==> src/rtl/config_loader.sv <==
// Streams host bitstream words LSB-first into a serial configuration shift chain.
// Optional feature macro CONFIG_LOADER_CHECKSUM_EN adds 'checksum': XOR of words accepted since the last start.
module config_loader #(
  parameter int CHAIN_LENGTH = 24,
  parameter int WORD_WIDTH   = 8
) (
  input  logic                  config_clock,
  input  logic                  config_nreset,
  input  logic                  start,
  input  logic                  abort,
  input  logic [WORD_WIDTH-1:0] word_data,
  input  logic                  word_valid,
  output logic                  word_ready,
  output logic                  config_out,
  output logic                  config_enable,
  output logic                  busy,
  output logic                  done
`ifdef CONFIG_LOADER_CHECKSUM_EN
  ,
  output logic [WORD_WIDTH-1:0] checksum
`endif
);

  localparam int CNT_W = $clog2(CHAIN_LENGTH + 1);
  localparam int IDX_W = (WORD_WIDTH > 1) ? $clog2(WORD_WIDTH) : 1;
  localparam logic [CNT_W-1:0] CHAIN_LAST = CNT_W'(CHAIN_LENGTH - 1);
  localparam logic [IDX_W-1:0] WORD_LAST  = IDX_W'(WORD_WIDTH - 1);

  typedef enum logic [1:0] {
    IDLE  = 2'd0,
    LOAD  = 2'd1,
    SHIFT = 2'd2,
    DONE  = 2'd3
  } state_e;

  state_e                state_q, state_d;
  logic [CNT_W-1:0]      bitCnt_q, bitCnt_d;
  logic [IDX_W-1:0]      wordIdx_q, wordIdx_d;
  logic [WORD_WIDTH-1:0] shiftBuf_q, shiftBuf_d;
  logic                  cfgOut_q, cfgOut_d;
  logic                  cfgEn_q, cfgEn_d;
  logic                  lastBit;
  logic                  idleOrDone;

  // A word ends at its top bit or when the chain is full, whichever is first.
  assign lastBit    = (wordIdx_q == WORD_LAST) || (bitCnt_q == CHAIN_LAST);
  assign idleOrDone = (state_q == IDLE) || (state_q == DONE);

  always_comb begin
    state_d    = state_q;
    bitCnt_d   = bitCnt_q;
    wordIdx_d  = wordIdx_q;
    shiftBuf_d = shiftBuf_q;
    cfgOut_d   = cfgOut_q;
    cfgEn_d    = 1'b0;
    if (abort) begin
      state_d  = IDLE;
      bitCnt_d = '0;
    end else begin
      case (state_q)
        IDLE, DONE: begin
          if (start) begin
            state_d  = LOAD;
            bitCnt_d = '0;
          end
        end
        LOAD: begin
          if (word_valid) begin
            state_d    = SHIFT;
            cfgOut_d   = word_data[0];
            shiftBuf_d = word_data >> 1;
            wordIdx_d  = '0;
            cfgEn_d    = 1'b1;
          end
        end
        SHIFT: begin
          bitCnt_d = bitCnt_q + 1'b1;
          if (lastBit) begin
            state_d = (bitCnt_q == CHAIN_LAST) ? DONE : LOAD;
          end else begin
            cfgOut_d   = shiftBuf_q[0];
            shiftBuf_d = shiftBuf_q >> 1;
            wordIdx_d  = wordIdx_q + 1'b1;
            cfgEn_d    = 1'b1;
          end
        end
        default: state_d = IDLE;
      endcase
    end
  end

  always_ff @(posedge config_clock or negedge config_nreset) begin
    if (!config_nreset) begin
      state_q    <= IDLE;
      bitCnt_q   <= '0;
      wordIdx_q  <= '0;
      shiftBuf_q <= '0;
      cfgOut_q   <= 1'b0;
      cfgEn_q    <= 1'b0;
    end else begin
      state_q    <= state_d;
      bitCnt_q   <= bitCnt_d;
      wordIdx_q  <= wordIdx_d;
      shiftBuf_q <= shiftBuf_d;
      cfgOut_q   <= cfgOut_d;
      cfgEn_q    <= cfgEn_d;
    end
  end

  assign word_ready    = (state_q == LOAD);
  assign busy          = (state_q == LOAD) || (state_q == SHIFT);
  assign done          = (state_q == DONE);
  assign config_out    = cfgOut_q;
  assign config_enable = cfgEn_q;

`ifdef CONFIG_LOADER_CHECKSUM_EN
  logic [WORD_WIDTH-1:0] chk_q, chk_d;

  always_comb begin
    chk_d = chk_q;
    if (abort || (start && idleOrDone)) begin
      chk_d = '0;
    end else if ((state_q == LOAD) && word_valid) begin
      chk_d = chk_q ^ word_data;
    end
  end

  always_ff @(posedge config_clock or negedge config_nreset) begin
    if (!config_nreset) begin
      chk_q <= '0;
    end else begin
      chk_q <= chk_d;
    end
  end

  assign checksum = chk_q;
`else
  // Without the checksum, a start from IDLE/DONE needs no extra bookkeeping.
  logic unusedIdleOrDone;
  assign unusedIdleOrDone = idleOrDone;
`endif

endmodule

==> config.mk <==
export PLATFORM = sky130hd
export DESIGN_NAME = config_loader
export DESIGN_NICKNAME = d
export VERILOG_FILES = /design/src/rtl/config_loader.sv
export SDC_FILE = /design/constraint.sdc
export NUM_CORES = 1
export LEC_CHECK = 0
export ABC_AREA = 1
export CORE_MARGIN = 5
export CORE_UTILIZATION = 55
export CTS_CLUSTER_SIZE = 25
export DETAILED_ROUTE_END_ITERATION = 10
export HOLD_SLACK_MARGIN = 0.06
export PLACE_DENSITY = 0.92
export SLEW_MARGIN = 20
export SYNTH_ARGS = -nofsm -noshare
export SYNTH_HDL_FRONTEND = slang
export SYNTH_SLANG_ARGS = --single-unit
==> constraint.sdc <==
create_clock -name config_clock -period 2.33 [get_ports config_clock]
set_input_delay 0.466 -clock config_clock [delete_from_list [all_inputs] [get_ports config_clock]]
set_output_delay 0.466 -clock config_clock [all_outputs]
set_load 0.005 [all_outputs]
==> results.md <==
* Die area at 3035 um^2
* Share of layout cells above drive strength 1 at 23.24%
* Post-route cell area at 1326 um^2
* Final Routed Wirelength at 2054 um
* RSZ-0062 raised after global routing: false
* Clock transition at path regs at 0.11 ns
* # H-tree levels at 1
* P per Cell Area at 624.2 nW/um^2
* Clock root cell: clkbuf_4
* Critical path launch point type: flop
* Setup violations, final at 0
* Number of port buffers at 17
* Synthesis warning total at 0
* CTS buffer count at 3
* DIE HEIGHT at 55.10 um
* Worst Path Class, Setup: reg2out
* Grt total ovfl at 0
* Final WS setup at 0.1964 ns
* Final Hold Fails at 0
* Crit share post-route at 91.57%
* # IOs at 18
* Slew HR at 72.26%
* Max Transition Viols Final at 0
* Synth area leader: dfrtp_1
* CTS sink cnt at 19
* Placed Area at 1300 um^2
* First DRT Iteration DRCs at 16
* Number of distinct library cells after synthesis at 21
* Vias in the first global route at 849
* Max Clk Rate at 0.4687 GHz
* Post-route ant nets at 0
* Starting Density at 57.60%
* Leak at 0.6131 nW
* Wirelength per Cell at 12.15 um
* Synth top area share at 42.51%
* Crit path arrival time at 1.67 ns
* Longest Clk Path Bufs at 2
* Via density at 5.195
* Mapped Avg Cell Area at 9.169 um^2
* Post-Syn Nets at 141
* Post-synthesis cell area at 1119 um^2
* Required @ worst endpoint at 1.86 ns
* Crit path max fanout at 4
* Hpwl dp at 1590 um
* First-pass GRT wire length at 3381 um
* Status: finished clean
* Max Clock Skew at 0.006621 ns
* CTS tree: yes
* Place WS at 0.4883 ns
* Final min period at 2.134 ns
* Gate count of the mapped netlist at 122
* CP endpoint kind: output pin
* Total negative slack at 0 ns
* Num rows at 16
* Antenna violations before repair at 0
* Vias at 878
* DRC viols at 0
* Hold WC Path Type: in2async
* DR pass1 iterations at 4
* Synthesized flop and latch total at 19
* Top post-synthesis cells by area: dfrtp_1, o21ai_2, nand2_2
* Largest net degree at the start of global routing at 23
* Overall routing resource usage at 15.59%
* # hold bufs at CTS at 0
* Worst-Skew Late Latency at 0.30 ns
* Setup repair bufs after CTS at 0
* Layout area overhead at 18.57%
* # resized after CTS at 0
* Sequential area share after synthesis at 42.51%
* DIE WIDTH at 55.10 um
* Core area at 1942 um^2
* Fin nets at 162
* Routability cong. at 0.7570
* Diodes inserted at 0
* VDD IR max at 0.4433 mV
* Maxcap violations at 0
* Worst Tran Pin Value at 0.4161 ns
[critical path, cell delays in order (launching register included)]
cell	delay (ns)
dfrtp_1	0.41
inv_1	0.06
ha_1	0.33
inv_1	0.07
clkdlybuf4s50_1	0.50
[layer usage]
metal  vias up  global-route usage (%)  share of wire [%]
met5         -                       0                  0
met4         0                   6.073                1.5
met3         5                   4.021                5.2
met2        21                   27.56                 48
met1       413                   17.85                 45
li1        439                       -                  -
[state kept, by name, summed over array words and instances (netlist names)]
signal,count
shiftBuf_q,7
state_q,2
bitCnt_q,5
config_enable,1
config_out,1
wordIdx_q,3
[stage by stage]
| step | cells | hold WS, ns | utilization (%) | power, mW |
|---|---|---|---|---|
| after floorplan | 122 | 0.1704 | - | 0.5925 |
| after global placement | 165 | 0.4658 | 66.95 | 0.6589 |
| after detailed placement | 165 | 0.4776 | 66.95 | 0.6720 |
| after CTS | 169 | 0.4885 | 68.30 | 0.8375 |
| after global routing | 169 | 0.5028 | 68.30 | 0.8774 |
| final | 169 | 0.4829 | 68.30 | 0.8278 |
[placed cells by master, fill, tap and decap left out, types with 5 or more instances in the layout]
cell,n
ha_1,6
mux2i_1,7
nand2_1,18
nand3_1,7
o21ai_0,5
dfrtp_1,19
o21ai_2,11
nand2_2,13
nor2_1,8
clkdlybuf4s50_1,17
inv_1,12
[where the power goes]
group | switching (mW) | internal [mW]
logic | 0.109 | 0.111
registers | 0.0484 | 0.393
clock network | 0.0993 | 0.0668
total | 0.257 | 0.571
[Yosys cell counts, drive strengths merged]
| library cell | n |
|---|---|
| a21boi | 1 |
| a21oi | 4 |
| a22oi | 1 |
| buf | 3 |
| dfrtp | 19 |
| ha | 6 |
| inv | 13 |
| mux2i | 7 |
| nand2 | 32 |
| nand3 | 7 |
| nand4 | 2 |
| nor2 | 9 |
| o21ai | 17 |
| or2 | 1 |
[logic make-up after synthesis]
kind of cell               Yosys count  synth area share [%]
muxes                                7                 6.264
AOI/OAI and AO/OA                   23                 14.43
DFF                                 19                 42.51
buffers and inverters               16                 7.717
and+or+nand+nor                     51                 22.37
adders and majority gates            6                 6.711
[cell type report]
type	instances	area (um^2)
inverter	13	48.80
sequential	19	475.5
tap	27	33.78
timing repair buffer	19	185.2
clock buffer	4	26.28
multi-input combinational	87	556.8
fill	163	615.6
[final timing paths]
| kind | from | to | slack (ns) | cells after the start |
|---|---|---|---|---|
| worst max-delay path | state_q[0] | busy | 0.20 | 4 |
| worst min-delay path | config_nreset | state_q[0] | 0.48 | 2 |
| worst max register to register | state_q[0] | shiftBuf_q[0] | 0.61 | 7 |
| worst min register to register | shiftBuf_q[0] | shiftBuf_q[0] | 0.50 | 2 |
| max in group asynchronous | config_nreset | wordIdx_q[1] | 1.65 | 2 |
| min in group config_clock | shiftBuf_q[0] | shiftBuf_q[0] | 0.50 | 2 |
(Power assumes the default switching activity.)
